[src/rtl/imem_loader.sv]
// imem_loader: byte-stream boot loader that writes a length-prefixed image into instruction memory
// Ports:
//   clk, cpu_rstn        - clock and asynchronous active-low reset
//   rx_valid/rx_ready    - byte-stream handshake, rx_data carries the byte
//   wr_addr/wr_data/wren - instruction-memory write port, one strobe per word
//   core_rstn            - releases the fetch core after a good load
//   load_done/load_err   - image complete / header word count too large
module imem_loader #(
  parameter int                   ADDRWIDTH = 32,
  parameter int                   BUSWIDTH  = 32,
  parameter logic [ADDRWIDTH-1:0] BASE_ADDR = '0,
  parameter int                   MAX_WORDS = 1024
) (
  input  logic                 clk,
  input  logic                 cpu_rstn,
  input  logic                 rx_valid,
  input  logic [7:0]           rx_data,
  output logic                 rx_ready,
  output logic [ADDRWIDTH-1:0] wr_addr,
  output logic [BUSWIDTH-1:0]  wr_data,
  output logic                 wren,
  output logic                 core_rstn,
  output logic                 load_done,
  output logic                 load_err
);
  typedef enum logic [2:0] {HDR0, HDR1, DATA, WRITE, DONE, ERR} state_t;
  state_t state, state_nx;
  logic [15:0] n_q, n_full, idx_q, idx_inc;
  logic [1:0] cnt_q;
  logic [BUSWIDTH-1:0] word_q, word_nx;
  logic xfer;
  assign xfer = rx_valid && rx_ready;
  always_ff @(posedge clk or negedge cpu_rstn)
    if (!cpu_rstn) state <= HDR0;
    else state <= state_nx;
  // Header's high byte is combined with the latched low byte so N is judged on the accepting cycle.
  always_comb begin
    state_nx = state;
    n_full = {rx_data, n_q[7:0]};
    word_nx = word_q;
    word_nx[8*cnt_q +: 8] = rx_data;
    idx_inc = idx_q + 16'd1;
    case (state)
      HDR0:    if (xfer) state_nx = HDR1;
      HDR1:    if (xfer) state_nx = n_full == 16'd0 ? DONE : 32'(n_full) > MAX_WORDS ? ERR : DATA;
      DATA:    if (xfer && cnt_q == 2'd3) state_nx = WRITE;
      WRITE:   state_nx = idx_inc == n_q ? DONE : DATA;
      default: ;
    endcase
  end
  // All outputs are registered from the next state so they line up with the state they describe.
  always_ff @(posedge clk or negedge cpu_rstn)
    if (!cpu_rstn) begin
      n_q <= '0;
      idx_q <= '0;
      cnt_q <= '0;
      word_q <= '0;
      rx_ready <= 1'b0;
      wren <= 1'b0;
      wr_addr <= BASE_ADDR;
      wr_data <= '0;
      core_rstn <= 1'b0;
      load_done <= 1'b0;
      load_err <= 1'b0;
    end else begin
      if (xfer && state == HDR0) n_q[7:0] <= rx_data;
      if (xfer && state == HDR1) n_q[15:8] <= rx_data;
      if (xfer && state == DATA) begin
        word_q <= word_nx;
        cnt_q <= cnt_q + 2'd1;
      end
      if (state == WRITE) idx_q <= idx_inc;
      if (state_nx == WRITE) begin
        wr_data <= word_nx;
        wr_addr <= BASE_ADDR + (ADDRWIDTH'(idx_q) << 2);
      end
      rx_ready <= state_nx inside {HDR0, HDR1, DATA};
      wren <= state_nx == WRITE;
      core_rstn <= state_nx == DONE;
      load_done <= state_nx == DONE;
      load_err <= state_nx == ERR;
    end
endmodule

[config.mk]
export PLATFORM = sky130hd
export DESIGN_NAME = imem_loader
export DESIGN_NICKNAME = d
export VERILOG_FILES = /design/src/rtl/imem_loader.sv
export SDC_FILE = /design/constraint.sdc
export NUM_CORES = 1
export LEC_CHECK = 0
export CAP_MARGIN = 20
export CORE_MARGIN = 5
export CORE_UTILIZATION = 55
export CTS_CLUSTER_DIAMETER = 50
export DETAILED_ROUTE_END_ITERATION = 6
export GPL_ROUTABILITY_DRIVEN = 0
export PLACE_DENSITY = 0.8
export SYNTH_ARGS = -nofsm -noshare
export SYNTH_HDL_FRONTEND = slang
export SYNTH_SLANG_ARGS = --single-unit
[constraint.sdc]
create_clock -name clk -period 2.9 [get_ports clk]
set_input_delay 0.58 -clock clk [delete_from_list [all_inputs] [get_ports clk]]
set_output_delay 0.58 -clock clk [all_outputs]
set_load 0.1 [all_outputs]
== After elaboration in Yosys (flattened, before gate mapping) ==
Cells that the tools add are included.
Operators by class
  order comparisons: 1
  add/subtract/negate cells: 3
  equal/unequal tests: 10
  reductions and logical operators: 9
  muxes and demuxes: 8
  shift operators: 2
Operator list (number)
  negation 5 -> 34 bit: 1
  variable shift 8 x 34 -> 32 bit, first input constant: 1
  indexed part select 8 x 34 -> 32 bit: 1
  bitwise mux 32 bit: 1
  two-way mux 3 bit: 6
  adder 16 x 1 -> 16 bit, second input constant: 1
  == test 16 bit: 1
  > comparator 16 x 11 -> 1 bit, second input constant: 1
  logical NOT 16 bit: 1
  == test 3 x 2 -> 1 bit, second input constant: 4
  one-hot mux 3 bit (4 select lines): 1
  == test 3 x 1 -> 1 bit, second input constant: 2
  == test 3 bit, second input constant: 2
  logical NOT 3 bit: 2
  logical AND 1 bit: 5
  nonzero test 3 bit: 1
  adder 2 x 1 -> 2 bit, second input constant: 1
  == test 2 bit, second input constant: 1
Word-level totals
  register bits: 121
  output and inout bits: 69
  logic and storage cells: 45
  bits of input ports: 11

== Depth between registers and ports, before layout ==
Gate-level depths: netlist of run 1.
  depth after elaboration: 7
  gate-level depth with buffers: 9
  depth with buffers taken out: 8

== Worst setup path before layout of run 1 ==
No wires, ideal clock.
  path kind: register to register
  start: register rx_ready
  end: register wr_addr[11]
  clock period less this slack: 2456 ps
  cell stages (with the launch flop): 9
  setup time: 68 ps
  arrival time: 2388 ps
  slack: 444 ps
  path through: dfrtp_1 nand2_1 nor4_4 nand2_1 buf_2 clkinv_1 buf_1 nand2_1 nand2_1
On the way
  word-level cells in the longest chain between the ends: 5
  elaborated cells between the ends (all ways): 7
  those cells by class: eq/ne (1); mux (4); reduce/logical (2)
RTL lines
  start: declaration: RTL line 18  | output logic rx_ready,
  start signal: assignment: RTL line 77  | rx_ready <= state_nx inside {HDR0, HDR1, DATA};
  logical AND 1 bit (*): RTL line 32  | assign xfer = rx_valid && rx_ready;
  logical AND 1 bit: RTL line 46  | DATA: if (xfer && cnt_q == 2'd3) state_nx = WRITE;
  two-way mux 3 bit: RTL line 46
  one-hot mux 3 bit (4 select lines) (*): RTL line 43  | case (state)
  == test 3 x 2 -> 1 bit (*): RTL line 73  | if (state_nx == WRITE) begin
  end signal: assignment: RTL line 75  | wr_addr <= BASE_ADDR + (ADDRWIDTH'(idx_q) << 2);
  end: declaration: RTL line 19  | output logic [ADDRWIDTH-1:0] wr_addr,
Every way passes the cells marked *; elsewhere a longest branch is shown, timed or not.
A chain may end at the register's enable or synchronous reset.

== Worst setup path in the final report of run 1 ==
  start: register idx_q[0]
  end: register load_done
On the way
  word-level cells in the longest chain between the ends: 5
RTL lines
  start: declaration: RTL line 28  | logic [15:0] n_q, n_full, idx_q, idx_inc;
  start signal: assignment: RTL line 72  | if (state == WRITE) idx_q <= idx_inc;
  adder 16 x 1 -> 16 bit: RTL line 42  | idx_inc = idx_q + 16'd1;
  == test 16 bit: RTL line 47  | WRITE: state_nx = idx_inc == n_q ? DONE : DATA;
  two-way mux 3 bit: RTL line 47
  one-hot mux 3 bit (4 select lines): RTL line 43
  == test 3 bit: RTL line 80  | load_done <= state_nx == DONE;
  end signal: assignment: RTL line 63  | load_done <= 1'b0;
  end signal: assignment: RTL line 80
  end: declaration: RTL line 23  | output logic load_done,
Every way passes these cells.

==> summary.md, run 1 <==
| Metric | Value |
|---|---|
| Synth Warn # | `0` |
| Initial Utilization | `0.569` |
| Actual slew at the worst max-slew pin | `720 ps` |
| Post-DRT Antenna Nets | `0` |
| Vias in the first global route | `4409` |
| Crit path top cell by count | `or3_1` |
| HP Class | `in -> async` |
| LEAKAGE | `0.00325 uW` |
| Post-layout nets | `643` |
| CP Max Fanout | `7` |
| Worst skew pair latency | `520 ps` |
| Ports | `80` |
| WP buf/inv | `0` |
| Most common cell after layout, fill and taps aside | `nand2_1` |
| Root Driver | `clkbuf_8` |
| Clock Sinks | `113` |
| Critical path data required time | `3360 ps` |
| DP HPWL | `9300 um` |
| Iter 0 DRT Violations | `291` |
| Async SR Flop Fraction | `1.00` |
| Hold_buf cts | `0` |
| Post-synthesis cell area | `5590 um2` |
| Clock-pin slew of the registers on the worst-case setup and hold paths | `around 60 ps` |
| Post-synth EDFFs | `0` |
| Fin. max-slew vios | `0` |
| Drt wl/cell | `approximately 18 um` |
| Final period util | `0.903` |
| ANT cells | `0` |
| Hold Fails Final Rpt | `0` |
| Vias per cell | `5.73` |
| Die area | `12300 um2` |
| Worst R2R End | `load_done` |
| Wire length on met1 | `between 5000 and 6000 um` |
| F_max | `between 300 and 400 MHz` |
| Metal2 WL | `6950 um` |
| Largest net degree at the start of global routing | `56` |
| Setup WS pre-CTS | `84.0 ps` |
| FP Rows | `36` |
| Library cells used by synthesis | `58` |
| Max Buffers Root-to-Sink | `2` |
| Setup WS post-layout | `~280 ps` |
| Mapped Avg Cell Area | `9.87 um2` |
| DRT Wirelength | `13800 um` |
| Flop-to-flop setup slack | `roughly 280 ps` |
| Worst EP arrival | `3080 ps` |
| Max-Cap Viols | `0` |
| Peak supply drop | `around 1100 uV` |
| Chip Width | `between 100 and 150 um` |
| CTS resizes | `0` |
| Share of cells above drive strength 1 | `0.206` |
| R2R cell count | `8` |
| CTS tree | `yes` |
| CP Class | `reg -> reg` |
| Worst setup SP type | `register` |
| CP max-delay cell | `dfrtp_1` |
| First-pass GRT wire length | `22800 um` |
| Port Buf Inserts | `63` |
| Core area | `about 10000 um2` |
| Final min period | `about 2600 ps` |
| Htree depth | `4` |
| Register area share after synthesis | `0.506` |
| Grt ovf | `0` |
| First-pass DRT Iterations | `5` |
| TritonCTS buffer count | `17` |
| Final setup vio count | `0` |
| Clk_skew | `6.17 ps` |
| Met3 WL | `approximately 1000 um` |
| Initial antenna violation count | `0` |
| Worst R2R Start | `idx_q[0]` |
| CP top delay family | `simple AND/OR/NAND/NOR gates` |
| Final TNS setup | `0 ps` |
| Synthesized instance count | `566` |
| Total GRT Usage | `0.231` |
| Max stage delay on crit path | `490 ps` |
| Slew margin rel. | `0.520` |
| Crit path capture type | `register` |
| Most frequent cells in the layout | `nand2_1 (122), dfrtp_1 (113), buf_4 (72)` |
| P&R area growth vs syn | `21.3%` |
| Synthesized flop and latch total | `113` |
| Primary FF master, synth | `dfrtp_1` |
| Status | `completed` |
| Die Y | `~110 um` |
| Top sig layer | `met4` |
| # Post-CTS Setup Buffers | `0` |
| Pwr/cell area | `1210 nW/um2` |
| Unrepaired setup endpoints after global routing | `no` |
| Number of remaining DRC errors | `0` |
| Detailed-route via count | `4411` |
| Cell Chain, Critical Path | `ha_1, nand2_1, or3_1, or3_1, o211ai_2, nand3_2, o41ai_2, and3_1` |
## cells in the mapped netlist (2+ instances only)
cell	n	area share
a211oi_1	2	0.0027
nor2b_1	26	0.029
and2_1	4	0.0045
nand3_2	2	0.0036
nor4_1	3	0.0034
nand2_1	123	0.083
buf_2	9	0.0081
xnor2_1	22	0.034
nor3_1	11	0.0099
nand3_1	6	0.0054
or3_1	3	0.0034
nor4_2	5	0.011
mux2i_1	2	0.0036
or4_1	4	0.0054
a2bb2oi_1	2	0.0031
a21oi_1	30	0.027
and3_1	3	0.0034
inv_1	5	0.0034
o31ai_1	3	0.0040
dfrtp_1	113	0.51
nor2_1	10	0.0067
buf_4	20	0.027
xor2_1	10	0.016
clkbuf_1	25	0.017
mux2_2	8	0.016
nand2b_1	3	0.0034
or2_2	3	0.0034
nor3b_1	2	0.0027
a22o_1	32	0.050
ha_1	7	0.016
nor4_4	3	0.011
o21ai_0	31	0.028
nand4_1	9	0.010
## registers in the layout (all words and copies together) (netlist names)
register   flops
load_done      1
rx_ready       1
wr_addr       16
wr_data       32
idx_q         16
cnt_q          2
word_q        24
load_err       1
state          3
n_q           16
wren           1
## final cells by class
type / instances / area (um2)
fill: 717 / 3040
sequential: 113 / 2830
multi-input combinational: 404 / 2480
timing repair buffer: 82 / 651
clock buffer: 20 / 435
clock inverter: 11 / 186
tap: 133 / 166
inverter: 7 / 26.3
## cells by family (layout without fill, tap and decap cells)
| logic type | after synthesis | after routing | share of synthesized area |
|---|---|---|---|
| buf+inv | 64 | 120 | 0.0600 |
| other cells | 1 | 16 | 0.000671 |
| compound gates | 110 | 110 | 0.131 |
| fa+ha+maj | 7 | 7 | 0.0157 |
| xor+xnor | 32 | 32 | 0.0502 |
| flops | 113 | 113 | 0.506 |
| simple gates | 229 | 229 | 0.217 |
| mux | 10 | 10 | 0.0197 |
## power breakdown
group          internal [uW]  total [uW]  switching (uW)
Clock                   1490        2210             716
Sequential              2050        2470             422
Combinational            953        3550            2600
## layer usage
layer  vias up  global-route usage
met5         -                   0
met1      2140               0.285
met4         0               0.103
li1       2031                   -
met2       199               0.384
met3        41              0.0551
## worst reg2reg max path, delay by kind of cell, from the launching register on
family                   cells  cell delay [ps]
AO/OA/AOI/OAI                2              390
adder cells (fa/ha/maj)      1              280
flip-flops                   1              490
AND/OR/NAND/NOR              5             1390
## how the worst max path moves through the flow
stage | from | cells past startpoint | slack, ps | endpoint
3_5_place_dp | rx_data[1] | 8 | 80 | rx_ready
2_1_floorplan | rx_ready | 8 | 440 | wr_addr[11]
6_report | idx_q[0] | 8 | 280 | load_done
4_1_cts | idx_q[0] | 8 | 290 | load_done
5_1_grt | idx_q[0] | 8 | 180 | load_done
3_3_place_gp | rx_data[1] | 8 | 140 | rx_ready
## metrics by stage
| stage | util | instances | power, uW | hold slack, ps | instance area, um2 |
|---|---|---|---|---|---|
| after CTS | 0.690 | 770 | 8250 | 128 | 6780 |
| after global routing | 0.690 | 770 | 8570 | 165 | 6780 |
| after detailed placement | 0.627 | 739 | 5990 | 466 | 6150 |
| after global placement | 0.627 | 739 | 5880 | 459 | 6150 |
| after floorplan | - | 581 | 5210 | 284 | 5640 |
| final | 0.690 | 770 | 8230 | 114 | 6780 |
Note: power is estimated with default switching activity, not from simulation.
==> inputs of run 2 (changes only) <==
Settings changed: RECOVER_POWER set to 25, SKIP_CTS_REPAIR_TIMING set to 1.
Clock period 2.9 ns to 3.2 ns, I/O delays scaled along.
==> summary.md, run 2 (same netlist as run 1, synthesis figures left out) <==
| Metric | Value |
|---|---|
| Status | `completed` |
| Actual slew at the worst max-slew pin | `1470 ps (+750 ps)` |
| Largest net degree at the start of global routing | `63 (+13%)` |
| Vias per cell | `5.73 (unchanged)` |
| DRT Wirelength | `13500 um (-2.2%)` |
| CTS tree | `yes` |
| Peak supply drop | `886 uV (-19%)` |
| Busiest grt layer | `met2` |
| Crit path top cell by count | `or3_1` |
| Most common cell after layout, fill and taps aside | `nand2_1` |
| Die area | `12300 um2 (unchanged)` |
| Core area | `9820 um2 (unchanged)` |
| Slew margin rel. | `0.0200 (-0.500)` |
| CP top delay family | `simple AND/OR/NAND/NOR gates` |
| Most flop-heavy register | `wr_data` |
| Grt ovf | `0 (unchanged)` |
| Max Buffers Root-to-Sink | `2 (unchanged)` |
| Final period util | `0.820 (-0.0832)` |
| Clock-pin slew of the registers on the worst-case setup and hold paths | `60 ps (about the same)` |
| Placed inst area | `6150 um2 (unchanged)` |
| Vias in the first global route | `4404 (-0.11%)` |
| Clock Sinks | `113 (unchanged)` |
| Finished Cell Area | `6720 um2 (-0.81%)` |
| Iter 0 DRT Violations | `289 (-0.69%)` |
| Root Driver | `clkbuf_8` |
| F_max | `381 MHz (-0.18%)` |
| Met1 Use GR | `0.286 (+0.000715)` |
| Unrepaired setup endpoints after global routing | `no` |
| Setup WS pre-CTS | `295 ps (+211 ps)` |
| Port Buf Inserts | `63 (unchanged)` |
| Clk_skew | `9.93 ps (+3.75 ps)` |
| ANT cells | `0 (unchanged)` |
| Post-DRT Antenna Nets | `0 (unchanged)` |
| Max-Cap Viols | `0 (unchanged)` |
| Share of cells above drive strength 1 | `0.206 (unchanged)` |
| Final cell count without fillers | `770 (unchanged)` |
| Critical path data required time | `3640 ps (+280 ps)` |
| Fill cells | `759 (+5.9%)` |
| Initial Utilization | `0.569 (unchanged)` |
| Drt wl/cell | `17.5 um (-2.2%)` |
| Ports | `80 (unchanged)` |
| Hold Worst Slack | `470 ps (+356 ps)` |
| DP HPWL | `9250 um (-0.57%)` |
| WP buf/inv | `0 (unchanged)` |
| HP Class | `reg -> reg` |
| CP max-delay cell | `dfrtp_1` |
| Die Y | `111 um (unchanged)` |
| CP Class | `reg -> reg` |
| Final min period | `2620 ps (+4.76 ps)` |
| Placed Cells | `739 (unchanged)` |
| Chip Width | `111 um (unchanged)` |
| Final TNS setup | `0 ps (unchanged)` |
| First-pass GRT wire length | `22400 um (-1.8%)` |
| Initial antenna violation count | `0 (unchanged)` |
| Registers with the most flip-flops | `wr_data: 32 flops, word_q: 24 flops` |
| Fin. max-slew vios | `0 (unchanged)` |
| Max stage delay on crit path | `490 ps (about the same)` |
| Pwr/cell area | `1070 nW/um2 (-12%)` |
| Total GRT Usage | `0.226 (-0.00449)` |
| Number of remaining DRC errors | `0 (unchanged)` |
| Post-layout nets | `643 (unchanged)` |
| Detailed-route via count | `4411 (unchanged)` |
| Crit path capture type | `register` |
| Final setup vio count | `0 (unchanged)` |
| Worst setup SP type | `register` |
| Cell Chain, Critical Path | `ha_1, nand2_1, or3_1, or3_1, o211ai_2, nand3_2, o41ai_2, and3_1` |
| Setup WS post-layout | `577 ps (+295 ps)` |
| P&R area growth vs syn | `20.3%` |
| Most frequent cells in the layout | `nand2_1 (122), dfrtp_1 (113), buf_4 (71)` |
| Hold Fails Final Rpt | `0 (unchanged)` |
| Met2 Usage GRT | `0.374 (-0.0101)` |
| CP Max Fanout | `7 (unchanged)` |
| LEAKAGE | `0.00322 uW (-0.98%)` |
| Grt met3 use | `0.0622 (+0.00710)` |
| Worst skew pair latency | `510 ps (about the same)` |
| First-pass DRT Iterations | `6 (+1)` |
| Htree depth | `4 (unchanged)` |
| FP Rows | `36 (unchanged)` |
| Worst EP arrival | `3070 ps (about the same)` |
| Max reg flops | `32 (unchanged)` |
| TritonCTS buffer count | `17 (unchanged)` |
## run 2: cell count changes in the layout (fill, tap and decap cells not counted), sizes merged
cell | previous run | this run
buf | 73 | 72
bufinv | 5 | 2
clkbuf | 20 | 23
clkinv | 6 | 4
clkinvlp | 1 | 3
inv | 6 | 7
## run 2: per-stage QoR
step | utilization | power (uW)
after floorplan | - | 4720
after global placement | 0.627 | 5330
after detailed placement | 0.627 | 5420
after CTS | 0.685 | 7240
after global routing | 0.685 | 7550
final | 0.685 | 7220
## run 2: per-layer routing
metal  vias up  wire length, um
met3        28              985
li1       2023                -
met2       185             6740
met5         -                0
met4         0              275
met1      2175             5500
## run 2: power breakdown
part	total (uW)	switching (uW)	internal (uW)
Sequential	2240	384	1850
Clock	1790	634	1160
Combinational	3190	2330	861
## run 2: final timing paths
check	startpoint	end	slack (ps)	cells past startpoint
max	idx_q[0]	load_done	580	8
min	wr_addr[16]	wr_addr[16]	470	2
max reg2reg	idx_q[0]	load_done	580	8
min reg2reg	wr_addr[16]	wr_addr[16]	470	2
max in group asynchronous	cpu_rstn	n_q[6]	1680	2
min in group asynchronous	cpu_rstn	wr_addr[15]	480	1
## run 2: cell type report
cell class | instances | area (um2) | share of cell area
multi-input cells | 404 | 2480 | 0.370
flip-flops and latches | 113 | 2830 | 0.421
well taps | 133 | 166 | 0.0248
clock inverters | 9 | 106 | 0.0158
inverters | 7 | 26.3 | 0.00391
clock buffers | 22 | 463 | 0.0689
repair buffers | 82 | 648 | 0.0964
## run 2: worst register-to-register path: cells and delay by family, from the launching register on
kind / cells / cell delay (ps)
adders and majority gates: 1 / 280
and+or+nand+nor: 5 / 1360
DFF: 1 / 490
AOI/OAI and AO/OA: 2 / 420
